===== src/rtl/insmem_loader_if.sv =====
// Host-side byte stream and instruction-memory write bus for the program loader.
// The master side is the byte source (host link / bench), the slave side is the loader.
interface insmem_loader_if;
    logic        start;
    logic [7:0]  in_data;
    logic        in_valid;
    logic        in_ready;
    logic        wr_en;
    logic [31:0] wr_addr;
    logic [7:0]  wr_data;
    logic        busy;
    logic        done;
    logic        error;
    logic        core_hold;

    modport master (
        output start, in_data, in_valid,
        input  in_ready, wr_en, wr_addr, wr_data, busy, done, error, core_hold
    );

    modport slave (
        input  start, in_data, in_valid,
        output in_ready, wr_en, wr_addr, wr_data, busy, done, error, core_hold
    );
endinterface


===== src/rtl/insmem_loader.sv =====
// Program loader: accepts a framed byte stream (16-bit little-endian length,
// payload, 8-bit additive checksum) and writes the payload byte by byte into
// instruction memory, keeping the core held until a frame loads cleanly.
//
// state  | meaning
// -------+----------------------------------------------------------
// IDLE   | after reset, waiting for start
// LEN0   | waiting for length low byte
// LEN1   | waiting for length high byte, range-checked on arrival
// DATA   | payload bytes written to memory at the running address
// CSUM   | waiting for checksum byte (compared, never written)
// DONE   | frame loaded and checksum matched; core released
// ERR    | frame rejected (length too large or checksum mismatch)
module insmem_loader #(
    parameter int DEPTH_BYTES = 400
) (
    input logic             clk_i,
    input logic             rst_n_i,
    insmem_loader_if.slave  bus
);

    typedef enum logic [2:0] {
        S_IDLE, S_LEN0, S_LEN1, S_DATA, S_CSUM, S_DONE, S_ERR
    } state_t;

    localparam logic [15:0] DEPTH_W = 16'(DEPTH_BYTES);

    state_t      state_q, state_d;
    logic [15:0] counter_q, counter_d;
    logic [15:0] length_q, length_d;
    logic [7:0]  csum_q, csum_d;
    logic        ready_q, done_q, error_q, hold_q;
    logic        xfer;
    logic [15:0] len_full;

    // A byte is consumed only when the loader advertised ready this cycle.
    assign xfer     = bus.in_valid && ready_q;
    assign len_full = {bus.in_data, length_q[7:0]};

    // Next-state and datapath update for the frame parser.
    always_comb begin
        state_d   = state_q;
        counter_d = counter_q;
        length_d  = length_q;
        csum_d    = csum_q;
        case (state_q)
            S_IDLE, S_DONE, S_ERR: begin
                if (bus.start) begin
                    state_d   = S_LEN0;
                    counter_d = '0;
                    length_d  = '0;
                    csum_d    = '0;
                end
            end
            S_LEN0: begin
                if (xfer) begin
                    length_d[7:0] = bus.in_data;
                    state_d       = S_LEN1;
                end
            end
            S_LEN1: begin
                if (xfer) begin
                    length_d[15:8] = bus.in_data;
                    if (len_full > DEPTH_W) begin
                        state_d = S_ERR;
                    end else if (len_full == 16'd0) begin
                        state_d = S_CSUM;
                    end else begin
                        state_d = S_DATA;
                    end
                end
            end
            S_DATA: begin
                if (xfer) begin
                    counter_d = counter_q + 16'd1;
                    csum_d    = csum_q + bus.in_data;
                    if (counter_d == length_q) begin
                        state_d = S_CSUM;
                    end
                end
            end
            S_CSUM: begin
                if (xfer) begin
                    state_d = (bus.in_data == csum_q) ? S_DONE : S_ERR;
                end
            end
            default: state_d = S_IDLE;
        endcase
    end

    // State, datapath and registered status flags (decoded from the next state).
    always_ff @(posedge clk_i or negedge rst_n_i) begin
        if (!rst_n_i) begin
            state_q   <= S_IDLE;
            counter_q <= '0;
            length_q  <= '0;
            csum_q    <= '0;
            ready_q   <= 1'b0;
            done_q    <= 1'b0;
            error_q   <= 1'b0;
            hold_q    <= 1'b1;
        end else begin
            state_q   <= state_d;
            counter_q <= counter_d;
            length_q  <= length_d;
            csum_q    <= csum_d;
            ready_q   <= (state_d == S_LEN0) || (state_d == S_LEN1) ||
                         (state_d == S_DATA) || (state_d == S_CSUM);
            done_q    <= (state_d == S_DONE);
            error_q   <= (state_d == S_ERR);
            hold_q    <= (state_d != S_DONE);
        end
    end

    // Write port is combinational so the memory samples the byte on the transfer edge.
    assign bus.wr_en     = xfer && (state_q == S_DATA);
    assign bus.wr_addr   = {16'd0, counter_q};
    assign bus.wr_data   = bus.in_data;
    assign bus.in_ready  = ready_q;
    assign bus.busy      = ready_q;
    assign bus.done      = done_q;
    assign bus.error     = error_q;
    assign bus.core_hold = hold_q;

endmodule

===== src/flat_wrapper.sv =====
// flat-port wrapper written by rule: the top's interface ports become plain ports
module insmem_loader_flat 
#(
    parameter int DEPTH_BYTES = 400
)
  (clk_i, rst_n_i, bus_start, bus_in_data, bus_in_valid, bus_in_ready, bus_wr_en, bus_wr_addr, bus_wr_data, bus_busy, bus_done, bus_error, bus_core_hold);
  insmem_loader_if bus_i ();
  input logic clk_i;
  input logic rst_n_i;
  input wire logic [$bits(bus_i.start)-1:0] bus_start;
  input wire logic [$bits(bus_i.in_data)-1:0] bus_in_data;
  input wire logic [$bits(bus_i.in_valid)-1:0] bus_in_valid;
  output wire logic [$bits(bus_i.in_ready)-1:0] bus_in_ready;
  output wire logic [$bits(bus_i.wr_en)-1:0] bus_wr_en;
  output wire logic [$bits(bus_i.wr_addr)-1:0] bus_wr_addr;
  output wire logic [$bits(bus_i.wr_data)-1:0] bus_wr_data;
  output wire logic [$bits(bus_i.busy)-1:0] bus_busy;
  output wire logic [$bits(bus_i.done)-1:0] bus_done;
  output wire logic [$bits(bus_i.error)-1:0] bus_error;
  output wire logic [$bits(bus_i.core_hold)-1:0] bus_core_hold;
  assign bus_i.start = bus_start;
  assign bus_i.in_data = bus_in_data;
  assign bus_i.in_valid = bus_in_valid;
  assign bus_in_ready = bus_i.in_ready;
  assign bus_wr_en = bus_i.wr_en;
  assign bus_wr_addr = bus_i.wr_addr;
  assign bus_wr_data = bus_i.wr_data;
  assign bus_busy = bus_i.busy;
  assign bus_done = bus_i.done;
  assign bus_error = bus_i.error;
  assign bus_core_hold = bus_i.core_hold;
  insmem_loader #(.DEPTH_BYTES(DEPTH_BYTES)) u_core (.clk_i(clk_i), .rst_n_i(rst_n_i), .bus(bus_i));
endmodule

===== config.mk =====
export PLATFORM = sky130hd
export DESIGN_NAME = insmem_loader_flat
export DESIGN_NICKNAME = d
export VERILOG_FILES = /design/src/rtl/insmem_loader_if.sv /design/src/rtl/insmem_loader.sv /design/src/flat_wrapper.sv
export SDC_FILE = /design/constraint.sdc
export NUM_CORES = 1
export LEC_CHECK = 0
export ABC_CLOCK_PERIOD_IN_PS = 2320
export CORE_MARGIN = 2
export CORE_UTILIZATION = 25
export DETAILED_ROUTE_END_ITERATION = 16
export PLACE_DENSITY = 0.49
export SYNTH_ARGS = -nofsm -noshare
export SYNTH_HDL_FRONTEND = slang
export SYNTH_SLANG_ARGS = --single-unit

===== constraint.sdc =====
create_clock -name clk_i -period 2.32 [get_ports clk_i]
set_input_delay 0.464 -clock clk_i [delete_from_list [all_inputs] [get_ports clk_i]]
set_output_delay 0.464 -clock clk_i [all_outputs]
set_load 0.005 [all_outputs]

==> Word-level counts from Yosys, hierarchy flattened <==
Cells that the tools add are included.
{ "classes": {"n_addsub": 2, "order_cmp": 1, "eq_ne": 19, "muxes": 19, "reduce_logical": 14} }
{ "op_table": {"columns": ["op", "n"], "rows": [
  ["$pmux W8 S2", 3],
  ["$mux W16", 2],
  ["$pmux W16 S2", 1],
  ["$mux W3", 8],
  ["$mux W8", 3],
  ["$eq A3 B3 Y1 const B", 6],
  ["$add A16 B1 Y16 const B", 1],
  ["$eq A16 B16 Y1", 1],
  ["$gt A16 B9 Y1 const B", 1],
  ["$logic_not A16 Y1", 1],
  ["$pmux W3 S5", 1],
  ["$eq A3 B2 Y1 const B", 4],
  ["$reduce_and A3 Y1", 3],
  ["$add A8 B8 Y8", 1],
  ["$eq A8 B8 Y1", 1],
  ["$eq A3 B1 Y1 const B", 2],
  ["$ne A2 B1 Y1 const B", 3],
  ["$reduce_bool A2 Y1", 3],
  ["$logic_not A3 Y1", 1],
  ["$logic_or A1 B1 Y1", 3],
  ["$ne A3 B3 Y1 const B", 1],
  ["$reduce_or A3 Y1", 1],
  ["$logic_and A1 B1 Y1", 2],
  ["$mux W2", 1],
  ["$ne A2 B2 Y1 const B", 1]
]} }
{ "word_totals": {"ff_bits": 47, "output_inout_bits": 46} }

==> Longest topological paths before layout <==
Gate-level depths: netlist of the first run.
{ "logic_depth": {"ltp_word": 9, "mapped_depth": 9} }

==> Worst setup path after synthesis of the first run <==
OpenSTA, ideal clock, no wires.
{ "synth_path": {"path_kind": "reg2reg", "startpoint": "reg u_core.counter_q[3]", "endpoint": "reg u_core.error_q (netlist: u_core.bus.error)", "arrival_ns": 2.258, "t_required_ns": 2.189, "slack_ns": -0.069, "stages_incl_launch_ff": 10, "path_buffers": 1, "synth_period_minus_slack_ns": 2.389, "cell_sequence": "dfrtp_1 buf_2 nand4_4 nor3_1 mux2i_1 o211ai_2 a2111oi_2 nand3_1 o21ai_0 a21boi_1"} }
{ "synth_between": {"elab_chain_cells": 6} }
{ "synth_rtl": {"columns": ["item", "line_no", "rtl"], "rows": [
  ["from (decl)", "insmem_loader.sv:29", "logic [15:0] counter_q, counter_d;"],
  ["from (signal assigned)", "insmem_loader.sv:104", "counter_q <= counter_d;"],
  ["$add A16 B1 Y16", "insmem_loader.sv:75", "counter_d = counter_q + 16'd1;"],
  ["$eq A16 B16 Y1", "insmem_loader.sv:77", "if (counter_d == length_q) begin"],
  ["$mux W3", "insmem_loader.sv:77", null],
  ["$mux W3", "insmem_loader.sv:74", "if (xfer) begin"],
  ["$pmux W3 S5", "insmem_loader.sv:46", "case (state_q)"],
  ["$eq A3 B3 Y1", "insmem_loader.sv:110", "error_q <= (state_d == S_ERR);"],
  ["to (signal assigned)", "insmem_loader.sv:110", null],
  ["to (decl)", "insmem_loader.sv:32", "logic ready_q, done_q, error_q, hold_q;"]
]} }
Every way passes these cells.
A chain may end at the register's enable or synchronous reset.

==> Final worst setup path of the first run <==
{ "layout_path": {"startpoint": "reg u_core.counter_q[6]", "endpoint": "reg u_core.error_q (netlist: u_core.bus.error)"} }
{ "layout_between": {"elab_chain_cells": 6} }
{ "layout_rtl": {"columns": ["item", "line_no", "rtl"], "rows": [
  ["$add A16 B1 Y16", "insmem_loader.sv:75", null],
  ["$eq A16 B16 Y1", "insmem_loader.sv:77", null],
  ["$mux W3", "insmem_loader.sv:77", null],
  ["$mux W3", "insmem_loader.sv:74", null],
  ["$pmux W3 S5", "insmem_loader.sv:46", null],
  ["via u_core.state_d[2]", "insmem_loader.sv:28", "state_t state_q, state_d;"],
  ["$eq A3 B3 Y1", "insmem_loader.sv:110", null]
]} }
The timed path passes the listed nets, and every way through them passes these cells.

==> results of run 1 <==
cell families after synthesis:
logic type | Yosys count
and+or+nand+nor | 143
AOI/OAI and AO/OA | 89
buffers and inverters | 51
DFF | 47
xor gates and xnor gates | 33
adders and majority gates | 9
muxes | 3
other | 1
layer usage:
layer  track usage  vias to the layer above  wire (um)
met1         0.181                     1438       4260
met4        0.0357                        0         85
met2         0.238                       53       4390
met5             0                        -          0
met3        0.0228                        9        288
li1              -                     1483          -
through the flow:
| step | cell area, um2 | utilization | instances |
|---|---|---|---|
| final | 4630 | 0.372 | 652 |
| after global routing | 4630 | 0.372 | 652 |
| after CTS | 4510 | 0.362 | 651 |
| after detailed placement | 4180 | 0.335 | 637 |
| after global placement | 4180 | 0.335 | 637 |
| after floorplan | 3230 | - | 391 |
worst reg2reg max path, cell delays in order (launching register included):
cell and delay (ps):
dfrtp_1 390, nand4_4 210, nor3_4 270, mux2i_1 260
o211ai_2 130, a2111oi_4 350, nand3_2 200, o21bai_4 230
a21boi_2 170
registers in the layout, summed over array words and instances (netlist names):
name                  cells
u_core.bus.busy           1
u_core.bus.core_hold      1
u_core.bus.done           1
u_core.bus.error          1
u_core.counter_q         16
u_core.csum_q             8
u_core.length_q          16
u_core.state_q            3
placed cells by master, fill, tap and decap left out, types with 3 or more instances in the layout:
master and instances:
buf_4 75, clkbuf_16 5, nand2b_1 4, nor4_2 3
xnor2_1 18, dlygate4sd2_1 3, o31ai_1 5, nand4_1 4
conb_1 16, inv_1 11, a21oi_1 8, nor2_1 27
ha_1 3, nand3_1 16, dfrtp_2 3, clkdlybuf4s50_1 36
nand2_1 58, nor4_4 4, o21ai_0 49, ha_4 5
xor2_1 13, nor3_1 7, and2_1 3, dfrtp_1 43
final cells by class:
| cell class | instances | area [um2] | area share |
|---|---|---|---|
| clock buffers | 6 | 139 | 0.0300 |
| well taps | 172 | 215 | 0.0464 |
| clock inverters | 2 | 35.0 | 0.00756 |
| inverters | 12 | 45.0 | 0.00972 |
| multi-input cells | 293 | 1990 | 0.429 |
| flip-flops and latches | 47 | 1180 | 0.255 |
| repair buffers | 120 | 1030 | 0.222 |
power groups by stage:
stage / Combinational (mW) / Sequential (mW) / Clock [mW]
floorplan: 1.37 / 1.29 / 0
global placement: 2.23 / 1.29 / 0
detailed placement: 2.26 / 1.30 / 0
CTS: 2.42 / 1.30 / 0.884
global route: 2.83 / 1.35 / 0.908
finish: 2.56 / 1.31 / 0.859
timing repair:
action / in CTS / in global routing
setup buffers: 6 / 1
gates resized for setup: 22 / 20
endpoints found under the setup margin: 7 / 10
pin swaps: 13 / 17
final timing paths:
check	end	depth (start not counted)	startpoint
worst max-delay path	u_core.bus.error$_DFF_PN0_	8	u_core.counter_q[6]$_DFFE_PN0P_
worst min-delay path	u_core.counter_q[3]$_DFFE_PN0P_	1	rst_n_i
worst max register to register	u_core.bus.error$_DFF_PN0_	8	u_core.counter_q[6]$_DFFE_PN0P_
worst min register to register	u_core.csum_q[4]$_DFFE_PN0P_	2	u_core.csum_q[4]$_DFFE_PN0P_
max in group asynchronous	u_core.length_q[10]$_DFFE_PN0P_	2	rst_n_i
min in group clk_i	u_core.csum_q[4]$_DFFE_PN0P_	2	u_core.csum_q[4]$_DFFE_PN0P_
==> summary.txt, run 1 <==
Clock tree
  • Hold_buf cts: 0
  • Sink Count: 47
  • Root buf cell: clkbuf_16
  • Max clock buf depth: 2
  • Clk slew on worst S/H paths: 70 ps
  • Clk_lat worst skew: 290 ps
  • H-tree depth: 2
  • CTS buffer count: 5
  • CTS tree: yes

Die
  • Die Width: 116 um
  • Die height: 116 um
  • I/O Pins: 58
  • Row cnt: 41
  • Core Box Area: 12,500 um2
  • Die Area: 13,600 um2
  • Initial core utilization: 0.254

Critical path
  • Worst path max stage delay: 390 ps
  • Critical path fanouts, max: 7
  • CP Capture Type: flop
  • Worst-path cell chain: nand4_4, nor3_4, mux2i_1, o211ai_2, a2111oi_4, nand3_2, o21bai_4, a21boi_2
  • CP top delay family: compound AO/OA/AOI/OAI gates
  • Startpoint class of the critical path: flop
  • Crit path kind: flop to flop
  • R2R setup slack: 40 ps
  • WP data arrival: 2500 ps
  • CP required: 2540 ps
  • Worst path slowest cell: dfrtp_1
  • Buf/Inv on CP: 0

Pwr
  • Comb pwr share: 0.541
  • NetSw: 1.83 mW
  • Sw Ratio: 0.386
  • Internal power component: 2.91 mW
  • Clk network pwr share: 0.181
  • VDD IR max: 0.412 mV
  • PwrDens: 1020 nW/um2
  • Pleak: 2.05 nW
  • Sequential share of power: 0.277
  • Tot Pwr: 4.74 mW

Logic synthesis
  • Post-synth EDFFs: 0
  • Post-Synth Simple-Gate Area: 0.221
  • Main combinational cell family by area after synthesis: simple AND/OR/NAND/NOR gates
  • Commonest cells in the synthesized netlist: 59 x nand2_1, 50 x o21ai_0, 46 x dfrtp_1
  • Async SR Flop Fraction: 1.00
  • Yosys warnings: 0
  • Post-synthesis instance total: 376
  • Mapped Avg Cell Area: 8.41 um2
  • Complex-gate fraction of the synthesized area: 0.175
  • Synth unique cells: 56
  • Multiplexer share of the synthesized area: 0.00989
  • Synth area leader: dfrtp_1
  • Xor/xnor share of the synthesized area: 0.0914
  • Synthesized-area fraction occupied by adder cells: 0.0380
  • Main synth FF type: dfrtp_1
  • Count leader, synth: nand2_1
  • Synthesis-stage register bit count: 47
  • Sequential area share after synthesis: 0.372
  • Post-synth top area share: 0.364
  • Synth area leaders: dfrtp_1 36%, o21ai_0 7.9%, nand2_1 7.0%, buf_4 5.9%, xnor2_1 5.5%
  • Synthesized cell area: 3160 um2

Placement
  • PortBufs: 41
  • DP Worst Slack: -460 ps
  • Gpl congestion: 0.852
  • Placed wire-length estimate: 6820 um

Global route
  • Total grt overflow: 0
  • Vias in the first global route: 2,990
  • Largest net degree at the start of global routing: 29
  • Total global-route track usage: 0.139
  • Initial antenna violation count: 0
  • Global-route wire length before repair: 14,700 um

STA
  • Final Hold Viols: 0
  • Crit share post-route: 0.981
  • Min Tclk post-route: 2280 ps
  • Total Neg Setup Slack: 0 ps
  • Final Max Tran Viols: 0
  • Measured slew at the worst slew-check pin: 657 ps
  • Final hold slack: 201 ps
  • Fin Clk Skew: 7.10 ps
  • Peak Freq: 439 MHz
  • PnR worst setup slack: 43.1 ps
  • RSZ-0062 raised after global routing: yes
  • Setup violations, final: 0
  • Relative slew slack: 0.562

Detailed routing
  • Iter 0 DRT Violations: 152
  • Vias: 2,983
  • Vias per cell: 4.58
  • TritonRoute pass-1 iters: 4
  • Antenna violation net count after detailed routing: 0
  • WL per Instance: 13.8 um
  • Drt total wl: 9030 um
  • Drt drc: 0

Layout
  • Antenna cells: 0
  • Layout fillers: 1,306
  • Fin nets: 500
  • Share of cells above drive strength 1: 0.265
  • Synth-to-Final Area Change: 46.5%

Outcome
  • Outcome: finished, final reports clean

Flow run
  • Max-cap violations: 0

Min path
  • Min-delay worst type: primary input to async pin
(Power assumes the default switching activity.)
==> run 2: changes to the inputs <==
ABC_AREA = 1   (was unset)
ABC_CLOCK_PERIOD_IN_PS = unset   (was 2320)
HOLD_SLACK_MARGIN = 0.05   (was unset)
==> run 2 against run 1 <==
- die area is 0.30% higher
- setup slack better by 120 ps
- global-route usage is 0.40 points lower
- clock skew is 3.7 ps lower
- core utilization is 4.7 points lower
- cell area is 12% lower
- non-clock buffer count is 51 lower
- highest routed layer unchanged
- power is 16% lower
- largest power group unchanged
- sequential cell count stayed put
- largest cell class unchanged
- final cell count is 3.2% higher
- critical path depth is 3 higher
==> summary.txt, run 2 <==
Global route
  • Largest net degree at the start of global routing: 48
  • Total global-route track usage: 0.135
  • Total grt overflow: 0
  • Global-route wire length before repair: 14,300 um
  • Vias in the first global route: 2,878
  • Initial antenna violation count: 0

Logic synthesis
  • Mapped Avg Cell Area: 7.19 um2
  • Sequential area share after synthesis: 0.371
  • Commonest cells in the synthesized netlist: 107 x nand2_1, 57 x nand3_1, 54 x inv_1
  • Synth area leader: dfrtp_1
  • Yosys warnings: 0
  • Post-synth EDFFs: 0
  • Async SR Flop Fraction: 1.00
  • Main synth FF type: dfrtp_1
  • Post-synth top area share: 0.363
  • Post-synthesis instance total: 441
  • Count leader, synth: nand2_1
  • Synth unique cells: 37
  • Synthesis-stage register bit count: 47
  • Synthesized cell area: 3170 um2
  • Synth area leaders: dfrtp_1 36%, nand2_1 13%, nand3_1 9.0%, inv_1 6.4%, buf_4 5.9%

Clock tree
  • H-tree depth: 2
  • CTS buffer count: 5
  • Sink Count: 47
  • CTS tree: yes
  • Max clock buf depth: 2
  • Clk_lat worst skew: 290 ps
  • Clk slew on worst S/H paths: 60 ps
  • Hold_buf cts: 0
  • Root buf cell: clkbuf_16

Critical path
  • Worst r2r src: u_core.counter_q[0]$_DFFE_PN0P_
  • Critical path fanouts, max: 2
  • Crit path kind: primary input to flop
  • Startpoint class of the critical path: primary input
  • Worst r2r path cells: 14
  • Reg-to-Reg End: u_core.bus.error$_DFF_PN0_
  • CP required: 2470 ps
  • WP data arrival: 2300 ps
  • R2R setup slack: 240 ps
  • CP Capture Type: flop

STA
  • Final Hold Viols: 0
  • Final Max Tran Viols: 0
  • Fin Clk Skew: 3.42 ps
  • Peak Freq: 465 MHz
  • Measured slew at the worst slew-check pin: 636 ps
  • Setup violations, final: 0
  • RSZ-0062 raised after global routing: no
  • PnR worst setup slack: 168 ps
  • Relative slew slack: 0.576
  • Min Tclk post-route: 2150 ps
  • Crit share post-route: 0.928
  • Total Neg Setup Slack: 0 ps

Pwr
  • Tot Pwr: 3.96 mW
  • Pleak: 1.84 nW
  • PwrDens: 973 nW/um2
  • VDD IR max: 0.347 mV

Detailed routing
  • Vias: 2,990
  • WL per Instance: 12.8 um
  • Drt total wl: 8620 um
  • TritonRoute pass-1 iters: 4
  • Drt drc: 0
  • Iter 0 DRT Violations: 115
  • Vias per cell: 4.44
  • Antenna violation net count after detailed routing: 0

Die
  • Die height: 117 um
  • I/O Pins: 58
  • Core Box Area: 12,500 um2
  • Die Area: 13,600 um2
  • Die Width: 117 um
  • Initial core utilization: 0.253
  • Row cnt: 41

Layout
  • Share of cells above drive strength 1: 0.138
  • Largest regs: u_core.counter_q (16), u_core.length_q (16), u_core.csum_q (8)
  • Fin nets: 522
  • Most common cell after layout, fill and taps aside: nand2_1
  • Antenna cells: 0
  • Layout fillers: 1,362
  • Commonest non-fill, non-tap cells in the layout: 106 x nand2_1, 55 x nand3_1, 54 x inv_1
  • Synth-to-Final Area Change: 28.2%

Min path
  • Min-delay worst type: primary input to async pin

Placement
  • Gpl congestion: 0.858
  • PortBufs: 41
  • Placed wire-length estimate: 6590 um
  • DP Worst Slack: -166 ps

Flow run
  • Max-cap violations: 0

Outcome
  • Outcome: finished, final reports clean
## run 2: changes by cell type after synthesis, moves of 9 or more
cell      before  now
inv_1         12   54
nor2_1        28   37
clkbuf_1      11    2
xnor2_1       20    2
xor2_1        13    4
o21ai_0       50   36
nand2_1       59  107
nand3_1       18   57
## run 2: how the worst max path moves through the flow
stage                                                from                           end  slack (ps)  cells past startpoint
after floorplan           u_core.counter_q[0]$_DFFE_PN0P_    u_core.bus.error$_DFF_PN0_         360                     14
after global placement                     bus_in_data[0]  u_core.csum_q[6]$_DFFE_PN0P_        -160                     11
after detailed placement                   bus_in_data[2]  u_core.csum_q[7]$_DFFE_PN0P_        -170                     12
after CTS                     u_core.state_q[2]$_DFF_PN0_                     bus_wr_en          30                      5
after global routing                       bus_in_data[2]  u_core.csum_q[7]$_DFFE_PN0P_           8                     12
final                                      bus_in_data[0]  u_core.csum_q[6]$_DFFE_PN0P_         170                     11
## run 2: final cells by class
cell class	count	area [um2]	share of cell area
Timing Repair Buffer	69	618	0.152
Sequential cell	47	1180	0.290
Inverter	55	206	0.0508
Multi-Input combinational cell	323	1700	0.419
Clock inverter	1	5.00	0.00123
Tap cell	172	215	0.0529
Clock buffer	6	139	0.0342
## run 2: per-stage QoR
stage	area, um2	std cells	util	hold WS (ps)
2_1_floorplan	3230	456	-	168
3_3_place_gp	3820	663	0.305	475
3_5_place_dp	3820	663	0.305	481
4_1_cts	3970	670	0.317	320
5_1_grt	4070	673	0.325	352
6_report	4070	673	0.325	281
## run 2: cells by family (layout without fill, tap and decap cells)
kind of cell,after synthesis,count (layout),share of synthesized area
fa+ha+maj,9,9,0.0379
compound gates,61,61,0.108
buf+inv,87,131,0.135
other cells,1,16,0.00118
xor+xnor,7,7,0.0237
simple gates,229,230,0.324
flops,47,47,0.371
## run 2: what timing repair did
item,CTS,global route
resized for setup,0,20
hold endpoints to repair,0,0
setup buffers,0,2
endpoints found under the setup margin,0,6
## run 2: worst max-delay path, stage by stage
cell             delay (ps)
clkdlybuf4s50_1         440
ha_1                    250
fa_1                    390
nand3_1                  80
and2_1                  150
nor2_1                   60
nor2_1                   80
nor2_1                   50
nor2_1                  110
xor2_1                  140
o21ai_0                  80
## run 2: power by group
group	internal [mW]	switching (mW)	leakage (nW)
registers	1.05	0.160	0.632
clock network	0.421	0.298	0.0727
logic	0.802	1.22	1.14
## run 2: routing by layer
metal	vias up	global-route usage	wire length [um]
met5	-	0	0
met4	0	0.0322	119
met3	13	0.0259	386
met2	74	0.237	4200
met1	1378	0.170	3910
li1	1525	-	-
